==> src/rtl/mem_access_unit.sv <==
// Load/store unit between a core and a byte-addressed big-endian RAM.
// Optional macro MEM_MISALIGN_TRAP_EN: misaligned half/word accesses raise err_o.
module mem_access_unit #(
    parameter int G = 18
) (
    input  logic         CLK,
    input  logic         RST,
    input  logic         req_i,
    input  logic         we_i,
    input  logic [1:0]   size_i,
    input  logic         unsigned_i,
    input  logic [G-1:0] addr_i,
    input  logic [31:0]  wdata_i,
    output logic         ready_o,
    output logic         done_o,
    output logic [31:0]  rdata_o,
    output logic         err_o,
    output logic [G-1:0] mem_addr_o,
    output logic [31:0]  mem_wdata_o,
    output logic         mem_en_o,
    input  logic [31:0]  mem_data_i
);

    typedef enum logic [1:0] {
        IDLE,
        ACCESS,
        WRITE,
        RESP
    } state_t;

    localparam logic [1:0] SZ_BYTE = 2'b00;
    localparam logic [1:0] SZ_HALF = 2'b01;
    localparam logic [1:0] SZ_WORD = 2'b10;
    localparam logic [1:0] SZ_RSVD = 2'b11;

    state_t       state_q, state_d;
    logic         we_q, we_d;
    logic [1:0]   size_q, size_d;
    logic         uns_q, uns_d;
    logic [G-1:0] addr_q, addr_d;
    logic [31:0]  wdata_q, wdata_d;
    logic [31:0]  rdata_q, rdata_d;
    logic         err_q, err_d;
    logic [23:0]  rmw_q, rmw_d;

    logic         misal;
    logic         bad;
    logic         word_st;
    logic [31:0]  ld_ext;
    logic [31:0]  merged;

    // Misalignment detection is only meaningful when trapping is enabled.
`ifdef MEM_MISALIGN_TRAP_EN
    always_comb begin
        misal = 1'b0;
        if (size_q == SZ_HALF && addr_q[0])
            misal = 1'b1;
        if (size_q == SZ_WORD && addr_q[1:0] != 2'b00)
            misal = 1'b1;
    end
`else
    always_comb begin
        misal = 1'b0;
    end
`endif

    // Decode of the latched request: error, word store, load extension, RMW merge.
    always_comb begin
        bad     = (size_q == SZ_RSVD) || misal;
        word_st = we_q && (size_q == SZ_WORD) && !bad;
        unique case (size_q)
            SZ_BYTE: ld_ext = {{24{~uns_q & mem_data_i[31]}}, mem_data_i[31:24]};
            SZ_HALF: ld_ext = {{16{~uns_q & mem_data_i[31]}}, mem_data_i[31:16]};
            default: ld_ext = mem_data_i;
        endcase
        if (size_q == SZ_BYTE)
            merged = {wdata_q[7:0], rmw_q[23:0]};
        else
            merged = {wdata_q[15:0], rmw_q[15:0]};
    end

    // State and request registers, synchronously reset.
    always_ff @(posedge CLK) begin
        if (RST) begin
            state_q <= IDLE;
            we_q    <= 1'b0;
            size_q  <= 2'b00;
            uns_q   <= 1'b0;
            addr_q  <= '0;
            wdata_q <= '0;
            rdata_q <= '0;
            err_q   <= 1'b0;
            rmw_q   <= '0;
        end else begin
            state_q <= state_d;
            we_q    <= we_d;
            size_q  <= size_d;
            uns_q   <= uns_d;
            addr_q  <= addr_d;
            wdata_q <= wdata_d;
            rdata_q <= rdata_d;
            err_q   <= err_d;
            rmw_q   <= rmw_d;
        end
    end

    // Next-state logic: latch on accept, capture read data at end of ACCESS.
    always_comb begin
        state_d = state_q;
        we_d    = we_q;
        size_d  = size_q;
        uns_d   = uns_q;
        addr_d  = addr_q;
        wdata_d = wdata_q;
        rdata_d = rdata_q;
        err_d   = err_q;
        rmw_d   = rmw_q;
        unique case (state_q)
            IDLE: begin
                if (req_i) begin
                    we_d    = we_i;
                    size_d  = size_i;
                    uns_d   = unsigned_i;
                    addr_d  = addr_i;
                    wdata_d = wdata_i;
                    err_d   = 1'b0;
                    state_d = ACCESS;
                end
            end
            ACCESS: begin
                if (bad) begin
                    err_d   = 1'b1;
                    rdata_d = '0;
                    state_d = RESP;
                end else if (!we_q) begin
                    rdata_d = ld_ext;
                    state_d = RESP;
                end else if (size_q == SZ_WORD) begin
                    rdata_d = '0;
                    state_d = RESP;
                end else begin
                    rmw_d   = mem_data_i[23:0];
                    state_d = WRITE;
                end
            end
            WRITE: begin
                rdata_d = '0;
                state_d = RESP;
            end
            RESP: begin
                state_d = IDLE;
            end
            default: begin
                state_d = IDLE;
            end
        endcase
    end

    // Outputs decoded from state; write enable is masked while reset is held
    // so an aborted WRITE never reaches the RAM's falling-edge write.
    always_comb begin
        ready_o     = (state_q == IDLE);
        done_o      = (state_q == RESP);
        err_o       = (state_q == RESP) && err_q;
        rdata_o     = rdata_q;
        mem_addr_o  = '0;
        mem_wdata_o = '0;
        mem_en_o    = 1'b0;
        unique case (state_q)
            ACCESS: begin
                mem_addr_o = addr_q;
                if (word_st) begin
                    mem_wdata_o = wdata_q;
                    mem_en_o    = ~RST;
                end
            end
            WRITE: begin
                mem_addr_o  = addr_q;
                mem_wdata_o = merged;
                mem_en_o    = ~RST;
            end
            default: begin
                mem_addr_o = '0;
            end
        endcase
    end

endmodule

==> config.mk <==
export PLATFORM = sky130hd
export DESIGN_NAME = mem_access_unit
export DESIGN_NICKNAME = d
export VERILOG_FILES = /design/src/rtl/mem_access_unit.sv
export SDC_FILE = /design/constraint.sdc
export NUM_CORES = 1
export LEC_CHECK = 0
export CORE_ASPECT_RATIO = 0.7
export CORE_UTILIZATION = 41
export CTS_BUF_LIST = sky130_fd_sc_hd__clkbuf_16
export DETAILED_ROUTE_END_ITERATION = 7
export HOLD_SLACK_MARGIN = 0.12
export PLACE_DENSITY = 0.73
export REMOVE_ABC_BUFFERS = 1
export SYNTH_ARGS = -nofsm -noshare
export SYNTH_HDL_FRONTEND = slang
export SYNTH_SLANG_ARGS = --single-unit
==> constraint.sdc <==
create_clock -name CLK -period 4.9 [get_ports CLK]
set_input_delay 0.49 -clock CLK [delete_from_list [all_inputs] [get_ports CLK]]
set_output_delay 0.49 -clock CLK [all_outputs]
set_load 0.01 [all_outputs]
After elaboration in Yosys (flattened, before gate mapping). Index checks and enable logic that the tools add are counted.

Bits of input ports: 89. Bits in registers: 113. Logic and storage cells: 55.

Mux-type cells: 19. Reductions and logical operators: 13. Bitwise gates (word level): 5. Equal/unequal tests: 9.

Operators by type and width (number): 32-bit case mux with 2 select lines (3); 32-bit 2-to-1 mux (5); 18-bit 2-to-1 mux (1); 2-bit == test, second input constant (4); 2-bit case mux with 4 select lines (1); 1-bit 2-to-1 mux (6); 2-bit by 1-bit == test with 1-bit output, second input constant (2); 2-bit zero test (2); 2-bit != test, second input constant (2); 4-bit != test, second input constant (1); 1-bit NOT (4); 1-bit case mux with 2 select lines (2); 2-bit AND reduction (2); 4-bit AND reduction (1); 2-bit nonzero test (2); 1-bit logical AND (3); 3-bit AND reduction (1); 2-bit 2-to-1 mux (1); 2-bit OR reduction (1); 1-bit AND (1); 1-bit zero test (1).

Longest topological paths before layout. Gate-level depths: netlist of the first run.

Depth after elaboration: 6. Depth in mapped cells: 8.

Least setup slack after synthesis of the first run. OpenSTA, ideal clock, no wires.

Path type: register -> output. Start point: reg state_q[0]. End point: out mem_en_o. Required time: 4410 ps. Cell stages (with the launch flop): 8. Arrival time: 1452 ps. Path buffers: 3. Setup slack: 2958 ps. Cells stage by stage: dfxtp_1 > inv_1 > ha_1 > clkbuf_1 > buf_2 > buf_2 > nor2_1 > nor3_1.

Cells in the longest elaborated chain, start to end: 2.

RTL lines: start: declaration (line 36) `state_t state_q, state_d;`; start signal: assignment (line 95) `state_q <= state_d;`; 2-bit == test / 2-bit by 1-bit == test with 1-bit output (equally long branches) (line 169) `unique case (state_q)`; 1-bit case mux with 2 select lines (*) (line 169); end: declaration (line 20) `output logic mem_en_o,`.

Every way passes the cells marked *; elsewhere a longest branch is shown, timed or not.

Final worst setup path of the first run.
Start point: reg state_q[0]. End point: out mem_wdata_o[19].

Cells in the longest elaborated chain, start to end: 2.

RTL lines: 2-bit == test / 2-bit by 1-bit == test with 1-bit output (equally long branches) (line 169); 32-bit case mux with 2 select lines (*) (line 169); end: declaration (line 19) `output logic [31:0] mem_wdata_o,`.

Marks and branches as above.

==> results.sh, run 1 <==
export IMPL_status="finished, final reports clean"
export IMPL_drc=0
export IMPL_grt_ovfl_total=0
export IMPL_path_max_fanout=50
export IMPL_cap_violations=0
export IMPL_arrival_ns=2.84
export IMPL_drt_iter0_drc=392
export IMPL_n_antenna_cell=0
export IMPL_top_usage_layer="met2"
export IMPL_syn_avg_cell_area_um2=7.88
export IMPL_yosys_register_bits=113
export IMPL_finalSetupViolations=0
export IMPL_crit_family="adder cells"
export IMPL_wl_per_cell_um=16.6
export IMPL_grtUsageMet1=0.322
export IMPL_hp_start="addr_q[5]"
export IMPL_ant_nets=0
export IMPL_crit_type="reg2out"
export IMPL_start_util=0.430
export IMPL_grt_max_degree=63
export IMPL_ys_types=35
export IMPL_rr_endpoint="rdata_o[2]"
export IMPL_hold_buffers=0
export IMPL_fill_cells=1033
export IMPL_slew_violations=0
export IMPL_num_vias=5178
export IMPL_grt_pass1_vias=4822
export IMPL_vias_per_cell=5.42
export IMPL_cts_made_buffers=17
export IMPL_drive_gt1_frac=0.0463
export IMPL_hold_violations=0
export IMPL_fin_skew_ns=0.00910
export IMPL_cp_slowest_stage_delay_ns=0.83
export IMPL_cts_resized=0
export IMPL_gp_congestion=0.852
export IMPL_dieHeight_um=95.7
export IMPL_crit_slowest_cell="ha_2"
export IMPL_cp_required_ns=4.41
export IMPL_ctsHtreeMaxLevel=4
export IMPL_clk_latency_ns=0.40
export IMPL_finalWirelength_um=15900
export IMPL_area_growth_syn_to_layout_pct=41.7
export IMPL_num_rows=33
export IMPL_fin_crit_ns=3.33
export IMPL_antenna_found_initial=1
export IMPL_grt_pass1_wl_um=24300
export IMPL_whs_ns=0.449
export IMPL_numClockSinks=113
export IMPL_cts_tree="built"
export IMPL_tightest_slew_ns=1.15
export IMPL_synth_cells=653
export IMPL_cts_max_path_buffers=2
export IMPL_worst_r2r_startpoint="size_q[1]"
export IMPL_yosysSeqAreaShare=0.440
export IMPL_met3_usage=0.0764
export IMPL_final_cell_mix="nand2_1, clkdlybuf4s50_1, dfxtp_1, a21oi_1, and2_1"
export IMPL_fin_nets=882
export IMPL_path_clk_slew_ns=0.05
export IMPL_path_depth=5
export IMPL_rsz0062_at_grt="false"
export IMPL_cts_root_buffer="clkbuf_16"
export IMPL_grt_use_met2=0.384
export IMPL_ff2ff_setup_slack_ns=2.54
export IMPL_p_total_w=0.00371
export IMPL_fmax_ghz=0.300
export IMPL_hold_depth=2
export IMPL_crit_buf_inv=2
export IMPL_endpoint_kind="output port"
export IMPL_slew_headroom=0.234
export IMPL_grt_usage=0.243
export IMPL_fin_setup_tns_ns=0
export IMPL_power_leakage_nw=2.50
export IMPL_finalCritPeriodShare=0.680
export IMPL_ios=175
export IMPL_die_w_um=136
export IMPL_die_area_um2=13000
export IMPL_yosys_warnings=0
export IMPL_rr_worst_depth=4
export IMPL_dp_hpwl_um=10500
export IMPL_cp_cell_sequence="inv_1 -> ha_2 -> o211ai_1 -> a31oi_1 -> clkdlybuf4s50_1"
export IMPL_hp_class="reg2reg"
export IMPL_dr_pass1_iters=5
export IMPL_mostFrequentLayoutCell="nand2_1"
export IMPL_core_um2=12000
export IMPL_post_cts_buffers=0
export IMPL_port_buffers=174
export IMPL_syn_area_um2=5140
export IMPL_cp_start_kind="flip-flop"
export IMPL_holdPathEnd="addr_q[5]"
export IMPL_powerDensity_nw_per_um2=509
export IMPL_ir_worst_vdd_v=0.000312
-- cell usage after synthesis --
library cell  number  area, um2
dfxtp_1          113       2260
a22oi_1           17        128
inv_1              4       15.0
nor3b_1            1       7.51
a22o_1             8       70.1
nand2b_1          10       62.6
nor2_2             1       6.26
nor4b_2            1       15.0
nand3b_4           1       20.0
mux2i_1            9       90.1
nor3_1             2       10.0
o211ai_1          16        120
and4b_2            1       11.3
buf_12             1       20.0
a32o_1             8       80.1
ha_1               5       62.6
or3b_1             1       8.76
nand3_1           16       80.1
o2bb2ai_1         16        140
nor2b_1            1       6.26
nor2_1            18       67.6
nor3b_2            1       12.5
a221oi_1           1       8.76
a21oi_1          101        505
clkbuf_1          28        105
o21ai_0           10       50.1
a31oi_1           17        106
buf_4              6       45.0
a21oi_4            1       16.3
and3b_2            1       10.0
and2_1            21        131
buf_1              3       11.3
nand2_1          190        713
buf_2             18       90.1
buf_6              5       56.3
-- per-layer routing --
layer / part of all wire / up-vias
li1: - / 2517
met1: 0.46 / 2403
met2: 0.44 / 242
met3: 0.094 / 16
met4: 0.0076 / 0
met5: 0 / -
-- worst max-delay path by stage --
stage          startpoint         endpoint
2_1_floorplan   size_q[1]         mem_en_o
3_3_place_gp    size_q[0]  mem_wdata_o[16]
3_5_place_dp   state_q[0]  mem_wdata_o[25]
4_1_cts        state_q[0]  mem_wdata_o[19]
5_1_grt        state_q[0]  mem_wdata_o[25]
6_report       state_q[0]  mem_wdata_o[19]
-- kinds of logic (layout without fill, tap and decap cells) --
| kind of cell | count (synthesis) | count (layout) | synth area share |
|---|---|---|---|
| flip-flops | 113 | 113 | 0.440 |
| multiplexers | 9 | 9 | 0.0175 |
| AND/OR/NAND/NOR | 266 | 266 | 0.226 |
| adder cells (fa/ha/maj) | 5 | 5 | 0.0122 |
| buffers and inverters | 65 | 211 | 0.0666 |
| AO/OA/AOI/OAI | 195 | 195 | 0.238 |
-- per-stage QoR --
stage / setup WS (ns) / util / instance area, um2 / instances
3_5_place_dp: 2.03 / 0.566 / 6780 / 926
3_3_place_gp: 2.08 / 0.566 / 6780 / 926
4_1_cts: 1.59 / 0.609 / 7290 / 956
2_1_floorplan: 1.92 / - / 4820 / 592
5_1_grt: 1.40 / 0.609 / 7290 / 956
6_report: 1.57 / 0.609 / 7290 / 956
-- flip-flops by register name, indices dropped and copies added, names as in the netlist --
| signal | cells |
|---|---|
| addr_q | 18 |
| err_q | 1 |
| rdata_o | 32 |
| rmw_q | 24 |
| size_q | 2 |
| state_q | 2 |
| uns_q | 1 |
| wdata_q | 32 |
| we_q | 1 |
-- layout make-up --
type | instances | area (um2) | share of cell area
well taps | 157 | 196 | 0.0270
flip-flops and latches | 113 | 2260 | 0.311
repair buffers | 177 | 1760 | 0.241
multi-input cells | 475 | 2550 | 0.349
inverters | 4 | 15.0 | 0.00206
clock buffers | 17 | 425 | 0.0584
clock inverters | 13 | 81.3 | 0.0112
-- worst min-delay path, delay by kind of cell (launching register included) --
family	cells	cell delay, ns
flip-flops	1	0.30
AND/OR/NAND/NOR	1	0.05
AO/OA/AOI/OAI	1	0.05
-- power by group --
group          internal [W]  total (W)  leakage (nW)  switching, W
Combinational      0.000556    0.00134          1.32      0.000786
Sequential          0.00113    0.00129         0.923      0.000157
Clock              0.000670    0.00108         0.253      0.000407
Power figures use the tool's default switching activity.
==> run 2, diff against run 1 <==
Clock period 4.9 ns to 3.2 ns, I/O delays scaled along.
==> run 2 against run 1 <==
- global-route usage grew 1.3 points
- combinational power grew 60%
- wire length grew 3.9%
- core utilization grew 0.76 points
- sequential share of layout area shrank 0.38 points
- power grew 58%
- count of clock-buffer cells in the layout is the same
- flip-flop and latch count is the same
- critical path type unchanged
- largest cell class unchanged
- largest power group unchanged
==> results.sh, run 2 (same netlist as run 1, synthesis figures left out) <==
export IMPL_status="finished, final reports clean"
export IMPL_dp_cells=930
export IMPL_p_int_w=0.00373
export IMPL_ant_nets=0
export IMPL_slew_headroom=0.234
export IMPL_fmax_ghz=0.315
export IMPL_core_um2=12000
export IMPL_wl_per_cell_um=17.1
export IMPL_path_max_fanout=33
export IMPL_num_rows=33
export IMPL_path_clk_slew_ns=0.05
export IMPL_hp_class="in2reg"
export IMPL_cts_root_buffer="clkbuf_16"
export IMPL_drc=0
export IMPL_final_util=0.616
export IMPL_num_vias=5338
export IMPL_die_area_um2=13000
export IMPL_hold_violations=0
export IMPL_endpoint_kind="output port"
export IMPL_cp_required_ns=2.88
export IMPL_mostFrequentLayoutCell="nand2_1"
export IMPL_cap_violations=0
export IMPL_finalCritPeriodShare=0.991
export IMPL_fin_setup_tns_ns=0
export IMPL_area_growth_syn_to_layout_pct=43.4
export IMPL_slew_violations=0
export IMPL_combinationalPowerShare=0.365
export IMPL_power_leakage_nw=2.54
export IMPL_fin_skew_ns=0.00888
export IMPL_cts_made_buffers=17
export IMPL_grt_ovfl_total=0
export IMPL_arrival_ns=2.85
export IMPL_dp_hpwl_um=10900
export IMPL_port_buffers=174
export IMPL_antenna_found_initial=0
export IMPL_ff2ff_setup_slack_ns=0.83
export IMPL_tightest_slew_ns=1.15
export IMPL_powerDensity_nw_per_um2=794
export IMPL_drt_iter0_drc=384
export IMPL_grt_pass1_wl_um=25600
export IMPL_cp_start_kind="flip-flop"
export IMPL_fin_crit_ns=3.17
export IMPL_dieHeight_um=95.7
export IMPL_grt_pass1_vias=5144
export IMPL_dpl_cell_area_um2=6820
export IMPL_cts_max_path_buffers=2
export IMPL_rsz0062_at_grt="true"
export IMPL_ir_worst_vdd_v=0.000596
export IMPL_start_util=0.430
export IMPL_finalWirelength_um=16500
export IMPL_clk_latency_ns=0.41
export IMPL_hold_depth=2
export IMPL_fin_nets=886
export IMPL_numClockSinks=113
export IMPL_p_sw_w=0.00213
export IMPL_final_cell_mix="nand2_1, clkdlybuf4s50_1, dfxtp_1, a21oi_1, and2_1"
export IMPL_hold_buffers=0
export IMPL_fin_area_um2=7380
export IMPL_fill_cells=1016
export IMPL_post_cts_buffers=0
export IMPL_drive_gt1_frac=0.0596
export IMPL_p_seq_frac=0.333
export IMPL_dr_pass1_iters=5
export IMPL_whs_ns=0.223
export IMPL_n_antenna_cell=0
export IMPL_cts_tree="built"
export IMPL_die_w_um=136
export IMPL_ctsHtreeMaxLevel=4
export IMPL_grt_usage=0.256
export IMPL_crit_type="reg2out"
export IMPL_gp_congestion=0.836
export IMPL_vias_per_cell=5.55
export IMPL_ios=175
export IMPL_pwr_share_clk=0.302
export IMPL_grt_max_degree=72
export IMPL_final_cells=962
export IMPL_swShare=0.363
export IMPL_rr_worst_depth=6
export IMPL_finalSetupViolations=0
run 2: cell types whose count changed in the layout (fill, tap and decap cells not counted):
cell	before	now
clkinv_1	7	2
and4b_4	0	1
bufinv_16	1	2
buf_12	0	1
clkinv_2	2	6
clkinvlp_4	1	3
and4b_2	1	0
buf_4	3	6
run 2: layout make-up:
cell class / instances / area [um2] / share of cell area
multi-input combinational: 475 / 2550 / 0.345
tap: 157 / 196 / 0.0266
timing repair buffer: 181 / 1800 / 0.244
inverter: 4 / 15.0 / 0.00203
sequential: 113 / 2260 / 0.307
clock inverter: 15 / 128 / 0.0173
clock buffer: 17 / 425 / 0.0576
run 2: power groups by stage:
stage          registers [W]  clock network [W]  logic, W
2_1_floorplan        0.00203                  0   0.00100
3_3_place_gp         0.00195                  0   0.00206
3_5_place_dp         0.00197                  0   0.00213
4_1_cts              0.00195            0.00178   0.00214
5_1_grt              0.00199            0.00185   0.00232
6_report             0.00195            0.00177   0.00214
run 2: path summary, 6_finish.rpt:
kind                                 start         endpoint
worst max register to register  state_q[0]       rdata_o[9]
worst max-delay path            state_q[0]  mem_wdata_o[22]
worst min register to register   addr_q[1]        addr_q[1]
worst min-delay path                   RST        size_q[1]
run 2: per-stage QoR:
| stage | power [W] | setup slack [ns] |
|---|---|---|
| after floorplan | 0.00303 | 0.385 |
| after global placement | 0.00401 | 0.542 |
| after detailed placement | 0.00409 | 0.446 |
| after CTS | 0.00586 | 0.0738 |
| after global routing | 0.00616 | -0.0617 |
| final | 0.00586 | 0.0275 |
run 2: timing repair:
action                                  CTS  global route
gates resized for setup                   1             0
endpoints found under the setup margin    1            11
pin swaps                                 0             0
run 2: metal layers:
layer	vias up	part of all wire	wire [um]	track usage
li1	2526	-	-	-
met3	18	0.093	1530	0.0837
met5	-	0	0	0
met2	272	0.44	7280	0.406
met1	2522	0.45	7480	0.331
met4	0	0.011	184	0.0787
run 2: critical path: stages (launching register included):
cell and delay, ns:
dfxtp_1 0.39, inv_1 0.14, ha_1 0.34, inv_1 0.83, a31oi_1 0.19, clkdlybuf4s50_1 0.55
==> run 3, diff against run 2 <==
Settings changed: CELL_PAD_IN_SITES_DETAIL_PLACEMENT set to 0, CELL_PAD_IN_SITES_GLOBAL_PLACEMENT set to 1, CORE_UTILIZATION 41 to 32, PLACE_DENSITY 0.73 to not set, PLACE_DENSITY_LB_ADDON set to 0.1.
==> run 3 against run 2 <==
- clock power hardly changed
- count of clock-buffer cells in the layout stayed put
- cell count is 5.1% higher
- sequential power hardly changed
- sequential share of layout area is 0.57 points lower
- first-iteration DRC count is 33% lower
- die area is 28% higher
- core utilization is 13 points lower
- via count is 3.9% lower
- wire length is 3.5% higher
- worst hold slack better by 0.14 ns
- critical path type unchanged
- final area is 1.9% higher
==> results.sh, run 3 (same netlist as run 1, synthesis figures left out) <==
export IMPL_status="finished, final reports clean"
export IMPL_die_w_um=154
export IMPL_powerDensity_nw_per_um2=803
export IMPL_cp_cell_sequence="inv_1 -> ha_1 -> and4b_4 -> buf_12 -> nand2_1 -> a31oi_1 -> clkdlybuf4s50_1"
export IMPL_wl_per_cell_um=16.9
export IMPL_clk_latency_ns=0.41
export IMPL_cap_violations=0
export IMPL_core_um2=15600
export IMPL_gp_congestion=0.799
export IMPL_dieHeight_um=108
export IMPL_drt_iter0_drc=258
export IMPL_power_leakage_nw=2.56
export IMPL_pre_cts_slack_ns=0.451
export IMPL_finalSetupViolations=0
export IMPL_cp_slowest_stage_delay_ns=0.59
export IMPL_die_area_um2=16600
export IMPL_hold_buffers=0
export IMPL_ir_worst_vdd_v=0.000408
export IMPL_finalCritPeriodShare=0.958
export IMPL_fmax_ghz=0.326
export IMPL_num_rows=38
export IMPL_finalWirelength_um=17000
export IMPL_cp_required_ns=2.88
export IMPL_hold_violations=0
export IMPL_fin_crit_ns=3.07
export IMPL_cts_tree="built"
export IMPL_fill_cells=1557
export IMPL_ctsHtreeMaxLevel=4
export IMPL_fin_skew_ns=0.00802
export IMPL_num_vias=5132
export IMPL_mostFrequentLayoutCell="nand2_1"
export IMPL_whs_ns=0.368
export IMPL_cts_made_buffers=17
export IMPL_fin_nets=892
export IMPL_n_antenna_cell=0
export IMPL_grt_max_degree=45
export IMPL_ios=175
export IMPL_path_max_fanout=19
export IMPL_ant_nets=0
export IMPL_port_buffers=174
export IMPL_ff2ff_setup_slack_ns=0.57
export IMPL_endpoint_kind="output port"
export IMPL_numClockSinks=113
export IMPL_final_cell_mix="nand2_1, clkdlybuf4s50_1, dfxtp_1, a21oi_1, and2_1"
export IMPL_setup_ws_ns=0.134
export IMPL_grt_usage=0.203
export IMPL_grt_pass1_wl_um=26300
export IMPL_antenna_found_initial=0
export IMPL_path_clk_slew_ns=0.06
export IMPL_arrival_ns=2.75
export IMPL_drc=0
export IMPL_cp_start_kind="flip-flop"
export IMPL_hp_class="in2reg"
export IMPL_tightest_slew_ns=0.950
export IMPL_rsz0062_at_grt="false"
export IMPL_start_util=0.330
export IMPL_crit_type="reg2out"
export IMPL_dr_pass1_iters=7
export IMPL_dp_hpwl_um=11300
export IMPL_grt_pass1_vias=5036
export IMPL_cts_max_path_buffers=2
export IMPL_final_util=0.482
export IMPL_crit_slowest_cell="clkdlybuf4s50_1"
export IMPL_grt_ovfl_total=0
export IMPL_vias_per_cell=5.08
export IMPL_slew_headroom=0.365
export IMPL_slew_violations=0
export IMPL_cts_root_buffer="clkbuf_16"
export IMPL_drive_gt1_frac=0.0740
export IMPL_area_growth_syn_to_layout_pct=46.1
[run 3: worst paths after layout]
| kind | start | end | cells after the start |
|---|---|---|---|
| worst max-delay path | state_q[1] | mem_wdata_o[25] | 7 |
| worst min-delay path | RST | wdata_q[15] | 2 |
| worst max register to register | state_q[1] | rdata_o[11] | 6 |
| worst min register to register | addr_q[12] | addr_q[12] | 2 |
[run 3: per-layer routing]
layer	GRT usage	vias up	wire length, um
li1	-	2536	-
met1	0.270	2426	8160
met2	0.327	159	7800
met3	0.0489	11	987
met4	0.0550	0	99
met5	0	-	0
[run 3: final cells by class]
type | instances | area [um2] | share of cell area
clock inverter | 15 | 136 | 0.0181
timing repair inverter | 1 | 7.51 | 0.000999
multi-input combinational | 475 | 2560 | 0.341
timing repair buffer | 186 | 1850 | 0.247
inverter | 4 | 18.8 | 0.00250
sequential | 113 | 2260 | 0.301
clock buffer | 17 | 425 | 0.0566
tap | 200 | 250 | 0.0333
[run 3: worst max-delay path, delay by kind of cell (launching register included)]
family,cells,cell delay (ns)
flip-flops,1,0.37
AO/OA/AOI/OAI,1,0.22
buffers and inverters,3,0.92
AND/OR/NAND/NOR,2,0.53
adder cells (fa/ha/maj),1,0.30
[run 3: stage by stage]
stage,area (um2),total power (W),cells,TNS (ns)
after floorplan,4820,0.00303,592,0
after global placement,6910,0.00408,977,0
after detailed placement,6910,0.00413,977,0
after CTS,7470,0.00594,1009,-0.00152
after global routing,7520,0.00638,1011,0
final,7520,0.00604,1011,0
[run 3: what timing repair did]
| item | 4_1_cts | 5_1_grt |
|---|---|---|
| gates resized for setup | 0 | 5 |
| cloned | 0 | 1 |
| setup endpoints to repair | 1 | 30 |
| buffers inserted | 0 | 1 |
[run 3: power by group]
group	internal, W	switching [W]
combinational	0.000945	0.00134
sequential	0.00173	0.000224
clock	0.00107	0.000720
